**src/rtl/pos_sweep_pkg.sv**
```systemverilog
// Shared definitions for the pos_sweep product-of-sums sweep block.
//   - parameter bound constants MAX_VARS / MAX_TERMS
//   - FSM state encoding (IDLE, LOAD, SWEEP, DONE) as legacy-compatible constants
//   - params_ok(): elaboration-time range check for the top-level parameters
package pos_sweep_pkg;

   localparam int unsigned MAX_VARS  = 8;
   localparam int unsigned MAX_TERMS = 16;

   typedef logic [1:0] state_t;

   localparam state_t ST_IDLE  = 2'd0;
   localparam state_t ST_LOAD  = 2'd1;
   localparam state_t ST_SWEEP = 2'd2;
   localparam state_t ST_DONE  = 2'd3;

   function automatic bit params_ok(input int unsigned n_vars, input int unsigned n_terms);
      return (n_vars >= 1) && (n_vars <= MAX_VARS) && (n_terms >= 1) && (n_terms <= MAX_TERMS);
   endfunction

endpackage

```
**src/rtl/pos_sweep_maxterm_eval.sv**
```systemverilog
// Combinational evaluation of one maxterm (OR of selected, optionally complemented literals).
// Ports:
//   care_i  [N_VARS] : 1 = variable v appears in this maxterm
//   neg_i   [N_VARS] : 1 = literal for variable v is complemented
//   x_i     [N_VARS] : input vector
//   term_o           : maxterm value; 0 when no care bit is set
module pos_sweep_maxterm_eval #(
   parameter int unsigned N_VARS = 4
) (
   input  logic [N_VARS-1:0] care_i,
   input  logic [N_VARS-1:0] neg_i,
   input  logic [N_VARS-1:0] x_i,
   output logic              term_o
);

   // x ^ neg yields the literal value; masking by care drops absent variables.
   assign term_o = |((x_i ^ neg_i) & care_i);

endmodule

```
**src/rtl/pos_sweep.sv**
```systemverilog
// Product-of-sums evaluator with an exhaustive input sweep over all 2^N_VARS vectors.
// Configuration macro: POS_SWEEP_TABLE_EN builds the truth-table register behind tt_out_o;
// when undefined tt_out_o is tied to zero.
// Ports:
//   clk_i, reset_i        : clock, synchronous active-high reset
//   start_i               : begin a sweep (honoured only in IDLE)
//   term_care_i/term_neg_i: maxterm description, bit [t*N_VARS+v], latched in LOAD
//   out_ready_i           : downstream accepts current beat
//   out_valid_o, x_out_o, y_out_o : streamed vector and function value
//   busy_o                : high in LOAD and SWEEP
//   done_o                : one-cycle pulse after the final beat is accepted
//   zero_count_o          : accepted vectors with y = 0 in current/last sweep
//   tt_out_o              : truth table, bit i = y for x = i
module pos_sweep
   import pos_sweep_pkg::*;
#(
   parameter int unsigned N_VARS  = 4,
   parameter int unsigned N_TERMS = 3
) (
   input  logic                        clk_i,
   input  logic                        reset_i,
   input  logic                        start_i,
   input  logic [N_TERMS*N_VARS-1:0]   term_care_i,
   input  logic [N_TERMS*N_VARS-1:0]   term_neg_i,
   input  logic                        out_ready_i,
   output logic                        out_valid_o,
   output logic [N_VARS-1:0]           x_out_o,
   output logic                        y_out_o,
   output logic                        busy_o,
   output logic                        done_o,
   output logic [N_VARS:0]             zero_count_o,
   output logic [(2**N_VARS)-1:0]      tt_out_o
);

   localparam int unsigned CfgW = N_TERMS * N_VARS;
   localparam int unsigned TblW = 2 ** N_VARS;
   localparam logic [N_VARS:0] ZcMax = {1'b1, {N_VARS{1'b0}}};

   if (!params_ok(N_VARS, N_TERMS)) begin : g_param_check
      $error("pos_sweep: N_VARS must be 1..8 and N_TERMS 1..16");
   end

   state_t            state_q, state_d;
   logic [CfgW-1:0]   care_q, care_d;
   logic [CfgW-1:0]   neg_q, neg_d;
   logic [N_VARS-1:0] cnt_q, cnt_d;
   logic [N_VARS:0]   zc_q, zc_d;

   logic [N_TERMS-1:0] term_val;
   logic               y;
   logic               accept;
   logic               last;

   for (genvar t = 0; t < N_TERMS; t++) begin : g_term
      pos_sweep_maxterm_eval #(
         .N_VARS (N_VARS)
      ) u_term (
         .care_i (care_q[t*N_VARS +: N_VARS]),
         .neg_i  (neg_q[t*N_VARS +: N_VARS]),
         .x_i    (cnt_q),
         .term_o (term_val[t])
      );
   end

   assign y      = &term_val;
   assign accept = (state_q == ST_SWEEP) && out_ready_i;
   assign last   = &cnt_q;

   always_comb begin
      state_d = state_q;
      care_d  = care_q;
      neg_d   = neg_q;
      cnt_d   = cnt_q;
      zc_d    = zc_q;
      case (state_q)
         ST_IDLE: begin
            if (start_i) state_d = ST_LOAD;
         end
         ST_LOAD: begin
            care_d  = term_care_i;
            neg_d   = term_neg_i;
            cnt_d   = '0;
            zc_d    = '0;
            state_d = ST_SWEEP;
         end
         ST_SWEEP: begin
            if (accept) begin
               if (!y && (zc_q != ZcMax)) zc_d = zc_q + 1'b1;
               // The all-ones vector is terminal; the counter holds rather than wrapping.
               if (last) state_d = ST_DONE;
               else      cnt_d   = cnt_q + 1'b1;
            end
         end
         ST_DONE: begin
            state_d = ST_IDLE;
         end
         default: begin
            state_d = ST_IDLE;
         end
      endcase
   end

   always_ff @(posedge clk_i) begin
      if (reset_i) begin
         state_q <= ST_IDLE;
         care_q  <= '0;
         neg_q   <= '0;
         cnt_q   <= '0;
         zc_q    <= '0;
      end else begin
         state_q <= state_d;
         care_q  <= care_d;
         neg_q   <= neg_d;
         cnt_q   <= cnt_d;
         zc_q    <= zc_d;
      end
   end

`ifdef POS_SWEEP_TABLE_EN
   logic [TblW-1:0] tt_q, tt_d;

   always_comb begin
      tt_d = tt_q;
      if (state_q == ST_LOAD)  tt_d = '0;
      else if (accept)         tt_d[cnt_q] = y;
   end

   always_ff @(posedge clk_i) begin
      if (reset_i) tt_q <= '0;
      else         tt_q <= tt_d;
   end

   assign tt_out_o = tt_q;
`else
   assign tt_out_o = {TblW{1'b0}};
`endif

   assign out_valid_o  = (state_q == ST_SWEEP);
   assign x_out_o      = cnt_q;
   assign y_out_o      = y;
   assign busy_o       = (state_q == ST_LOAD) || (state_q == ST_SWEEP);
   assign done_o       = (state_q == ST_DONE);
   assign zero_count_o = zc_q;

endmodule

```
**config.mk**
```make
export PLATFORM = sky130hd
export DESIGN_NAME = pos_sweep
export DESIGN_NICKNAME = d
export VERILOG_FILES = /design/src/rtl/pos_sweep_pkg.sv /design/src/rtl/pos_sweep_maxterm_eval.sv /design/src/rtl/pos_sweep.sv
export SDC_FILE = /design/constraint.sdc
export NUM_CORES = 1
export LEC_CHECK = 0
export CAP_MARGIN = 20
export CORE_ASPECT_RATIO = 0.75
export CORE_MARGIN = 2
export CORE_UTILIZATION = 49
export DETAILED_ROUTE_END_ITERATION = 8
export PLACE_DENSITY = 0.84
export SKIP_LAST_GASP = 1
export SLEW_MARGIN = 20
export SYNTH_ARGS = -nofsm -noshare
export SYNTH_HDL_FRONTEND = slang
export SYNTH_SLANG_ARGS = --single-unit
```
**constraint.sdc**
```tcl
create_clock -name clk_i -period 4.15 [get_ports clk_i]
set_clock_uncertainty 0.15 [all_clocks]
set_input_delay 0.83 -clock clk_i [delete_from_list [all_inputs] [get_ports clk_i]]
set_output_delay 0.83 -clock clk_i [all_outputs]
set_load 0.01 [all_outputs]
```
==> run_summary.xml <==
<?xml version="1.0" encoding="UTF-8"?>
<metrics>
  <group name="route">
    <metric name="ant_nets" unit="">0</metric>
    <metric name="routed_wire_length_per_instance" unit="um">12.5</metric>
    <metric name="detailedRoute.firstIterationViolations" unit="">70</metric>
    <metric name="vias_per_cell" unit="">4.83</metric>
    <metric name="num_vias" unit="">1377</metric>
    <metric name="dr.pass1.iters" unit="">4</metric>
    <metric name="post-route-drc-count" unit="">0</metric>
    <metric name="wl_met1" unit="um">1680</metric>
    <metric name="dr_wl_met2" unit="um">1630</metric>
    <metric name="routed_wl" unit="um">3570</metric>
    <metric name="routed.top_layer" unit="">met4</metric>
    <metric name="amount_of_wire_on_met3_after_detailed_routing" unit="um">206</metric>
  </group>
  <group name="grt">
    <metric name="grt_first_pass_wirelength" unit="um">5950</metric>
    <metric name="gr-usage-all-layers" unit="%">18.5</metric>
    <metric name="grt_pass1_vias" unit="">1295</metric>
    <metric name="grt_antenna_before_repair" unit="">0</metric>
    <metric name="grt_max_degree" unit="">36</metric>
    <metric name="overflow" unit="">0</metric>
  </group>
  <group name="final_layout">
    <metric name="final-instance-count-excl-fill" unit="">285</metric>
    <metric name="layout.nets" unit="">267</metric>
    <metric name="area_delta_synth_final" unit="%">24.8</metric>
    <metric name="layout_commonest_cell" unit="">sky130_fd_sc_hd__clkdlybuf4s50_1</metric>
    <metric name="num_antenna_cells" unit="">0</metric>
    <metric name="final_layout_size_suffix_gt1_share" unit="%">5.15</metric>
    <metric name="final_cell_mix" unit="">sky130_fd_sc_hd__clkdlybuf4s50_1, sky130_fd_sc_hd__dfxtp_1, sky130_fd_sc_hd__nor2_1, sky130_fd_sc_hd__mux2i_1, sky130_fd_sc_hd__conb_1</metric>
  </group>
  <group name="power_and_ir_drop">
    <metric name="internal-power" unit="uW">771</metric>
    <metric name="vdd_drop_max" unit="V">0.000247</metric>
    <metric name="p_comb_share" unit="%">38.0</metric>
    <metric name="pleak" unit="uW">0.000935</metric>
    <metric name="sw_frac_of_total" unit="%">33.7</metric>
    <metric name="power.share.clock" unit="%">22.8</metric>
    <metric name="seqPwrFrac" unit="%">39.1</metric>
    <metric name="power-per-cell-area" unit="mW/mm2">519</metric>
    <metric name="net_switching_power_figure" unit="uW">393</metric>
  </group>
  <group name="timing">
    <metric name="maxSlewViolCount" unit="">0</metric>
    <metric name="setup_violations" unit="">0</metric>
    <metric name="transition_time_at_the_pin_with_the_least_slew_margin" unit="ns">0.655</metric>
    <metric name="layout_min_cycle_time" unit="ns">3.16</metric>
    <metric name="worst_slew_slack_as_a_fraction_of_its_limit" unit="%">56.3</metric>
    <metric name="fin_tns_setup" unit="ns">0</metric>
    <metric name="hold_violations" unit="">0</metric>
    <metric name="rsz_0062_raised_after_global_routing" unit="">false</metric>
    <metric name="fmax" unit="MHz">317</metric>
    <metric name="final_critical_path_setup_slack" unit="ns">0.994</metric>
    <metric name="finalCritPeriodShare" unit="%">76.1</metric>
  </group>
  <group name="clocking">
    <metric name="clock_latency_late_sink" unit="ns">0.28</metric>
    <metric name="ctsHoldBuffers" unit="">0</metric>
    <metric name="tritoncts" unit="">done</metric>
    <metric name="cts.repair.resized" unit="">0</metric>
    <metric name="clkSinkCount" unit="">35</metric>
    <metric name="numCtsBuffers" unit="">5</metric>
    <metric name="max-clock-path-buffers" unit="">2</metric>
    <metric name="post_cts.repair.setup_buffers" unit="">0</metric>
    <metric name="worst_setup_hold_path_clk_slew" unit="ns">0.07</metric>
    <metric name="clock_tree.root_cell" unit="">sky130_fd_sc_hd__clkbuf_8</metric>
    <metric name="htreeDepth" unit="">2</metric>
  </group>
  <group name="yosys">
    <metric name="post_synth.cell_area_avg" unit="um2">9.17</metric>
    <metric name="number_of_enable_type_register_cells_in_the_synthesized_netlist" unit="">0</metric>
    <metric name="synth.yosys.seq_area_share" unit="%">39.0</metric>
    <metric name="synth-warning-count" unit="">0</metric>
    <metric name="synth-async-reset-ratio" unit="%">0</metric>
    <metric name="netlist-cell-type-count" unit="">33</metric>
    <metric name="post_synth_main_area_contributors" unit="">sky130_fd_sc_hd__dfxtp_1, sky130_fd_sc_hd__mux2i_1, sky130_fd_sc_hd__nor2_1</metric>
    <metric name="synthFlopType" unit="">sky130_fd_sc_hd__dfxtp_1</metric>
    <metric name="syn_inst" unit="">196</metric>
    <metric name="portion_of_synthesized_cell_area_occupied_by_the_leading_cell_type" unit="%">39.0</metric>
    <metric name="synth.cell_area" unit="mm2">0.00180</metric>
    <metric name="ys_seq_elements" unit="">35</metric>
    <metric name="synth_area_leader_cell" unit="">sky130_fd_sc_hd__dfxtp_1</metric>
  </group>
  <group name="worst_setup_path">
    <metric name="critPathRequiredTime" unit="ns">3.17</metric>
    <metric name="rrSetupSlack" unit="ns">1.97</metric>
    <metric name="setup.worst_path.start_class" unit="">flip-flop</metric>
    <metric name="timing.rr.end" unit="">zero_count_o[3]$_SDFFE_PP0P_</metric>
    <metric name="reg2regPathDepth" unit="">7</metric>
    <metric name="setup.worst_path.class" unit="">reg2out</metric>
    <metric name="critPathLaunch" unit="">x_out_o[2]$_SDFFE_PP0P_</metric>
    <metric name="worstPathMaxFanout" unit="">8</metric>
    <metric name="cp.arrival" unit="ns">2.18</metric>
    <metric name="regToRegStartpoint" unit="">state_q[0]$_SDFFE_PP0P_</metric>
    <metric name="crit_path_end_kind" unit="">output pin</metric>
  </group>
  <group name="min_path">
    <metric name="min_path_type" unit="">reg2reg</metric>
    <metric name="holdCritStartpoint" unit="">care_q[9]$_SDFFE_PP0N_</metric>
    <metric name="hold_depth" unit="">2</metric>
    <metric name="min_to" unit="">care_q[9]$_SDFFE_PP0N_</metric>
  </group>
  <group name="floorplanning">
    <metric name="initial_utilization" unit="%">50.1</metric>
    <metric name="core.rowCount" unit="">19</metric>
    <metric name="die_area" unit="mm2">0.00417</metric>
    <metric name="fp.dieH" unit="um">56.4</metric>
    <metric name="core_region_area" unit="mm2">0.00359</metric>
    <metric name="chipWidth" unit="um">73.9</metric>
    <metric name="num_io_pins" unit="">57</metric>
  </group>
  <group name="status">
    <metric name="status" unit="">finished, final reports clean</metric>
  </group>
  <group name="placed_design">
    <metric name="place.port_buffers" unit="">40</metric>
    <metric name="placed_cells" unit="">277</metric>
    <metric name="gp_routability_congestion" unit="">0.777</metric>
    <metric name="dp_hpwl" unit="um">2600</metric>
    <metric name="detailedPlace.worstSlack" unit="ns">1.31</metric>
  </group>
  <group name="flow_run">
    <metric name="maxCapViolCount" unit="">0</metric>
  </group>
</metrics>
-- flip-flops by register name, summed over array words and instances (netlist names) --
register,count
zero_count_o,5
state_q,2
neg_q,12
care_q,12
x_out_o,4
-- per-layer routing --
layer  vias up  global-route usage (%)
li1        698                       -
met1       629                    25.4
met2        43                    28.1
met3         7                    5.03
met4         0                    6.23
met5         -                       0
-- worst max-delay path, stage by stage (launching register included) --
cell and delay, ns:
sky130_fd_sc_hd__dfxtp_1 0.53, sky130_fd_sc_hd__xor2_1 0.19, sky130_fd_sc_hd__a22oi_1 0.10, sky130_fd_sc_hd__a22oi_1 0.32, sky130_fd_sc_hd__and2_4 0.22, sky130_fd_sc_hd__clkdlybuf4s50_1 0.53
-- power by group through the flow --
| stage | registers (uW) | logic, uW | clock network, uW |
|---|---|---|---|
| final | 456 | 443 | 266 |
| after global routing | 462 | 489 | 285 |
| after CTS | 455 | 443 | 271 |
| after detailed placement | 462 | 439 | 0 |
| after global placement | 461 | 428 | 0 |
| after floorplan | 445 | 339 | 0 |
-- area by class of cell --
type                            count  area, um2
Inverter                            4       15.0
Clock buffer                        8        100
Multi-Input combinational cell    144        946
Sequential cell                    35        701
Tap cell                           52       65.1
Timing Repair Buffer               42        415
Fill cell                         303       1350
-- synthesized netlist by cell type, drive strengths merged (2+ instances only) --
cell	count
nand3	5
nor2b	2
nor2	34
inv	4
nand2b	2
nand2	8
dfxtp	35
a21oi	5
clkbuf	5
nand4	2
a22oi	7
a31oi	2
xor2	14
nor3	3
ha	7
mux2i	25
buf	23
-- cells by family (layout without fill, tap and decap cells) --
logic type	count (synthesis)	count (layout)	synth area share, %
buf+inv	32	54	11.5
xor+xnor	14	14	6.82
mux	26	26	14.6
other cells	1	16	0.209
compound gates	22	22	8.50
fa+ha+maj	7	7	4.87
simple gates	59	59	14.6
flops	35	35	39.0
-- worst max path at each step --
stage / endpoint / depth (start not counted)
6_report: y_out_o / 5
5_1_grt: y_out_o / 5
4_1_cts: y_out_o / 5
3_5_place_dp: y_out_o / 5
3_3_place_gp: y_out_o / 5
2_1_floorplan: y_out_o / 5
-- metrics by stage --
step / hold WS (ns) / instance area, um2 / util (%) / total power, uW
6_report: 0.367 / 2240 / 62.5 / 1160
5_1_grt: 0.392 / 2240 / 62.5 / 1240
4_1_cts: 0.371 / 2240 / 62.5 / 1170
3_5_place_dp: 0.340 / 2140 / 59.7 / 901
3_3_place_gp: 0.330 / 2140 / 59.7 / 888
2_1_floorplan: 0.311 / 1850 / - / 784
(Power assumes the default switching activity.)
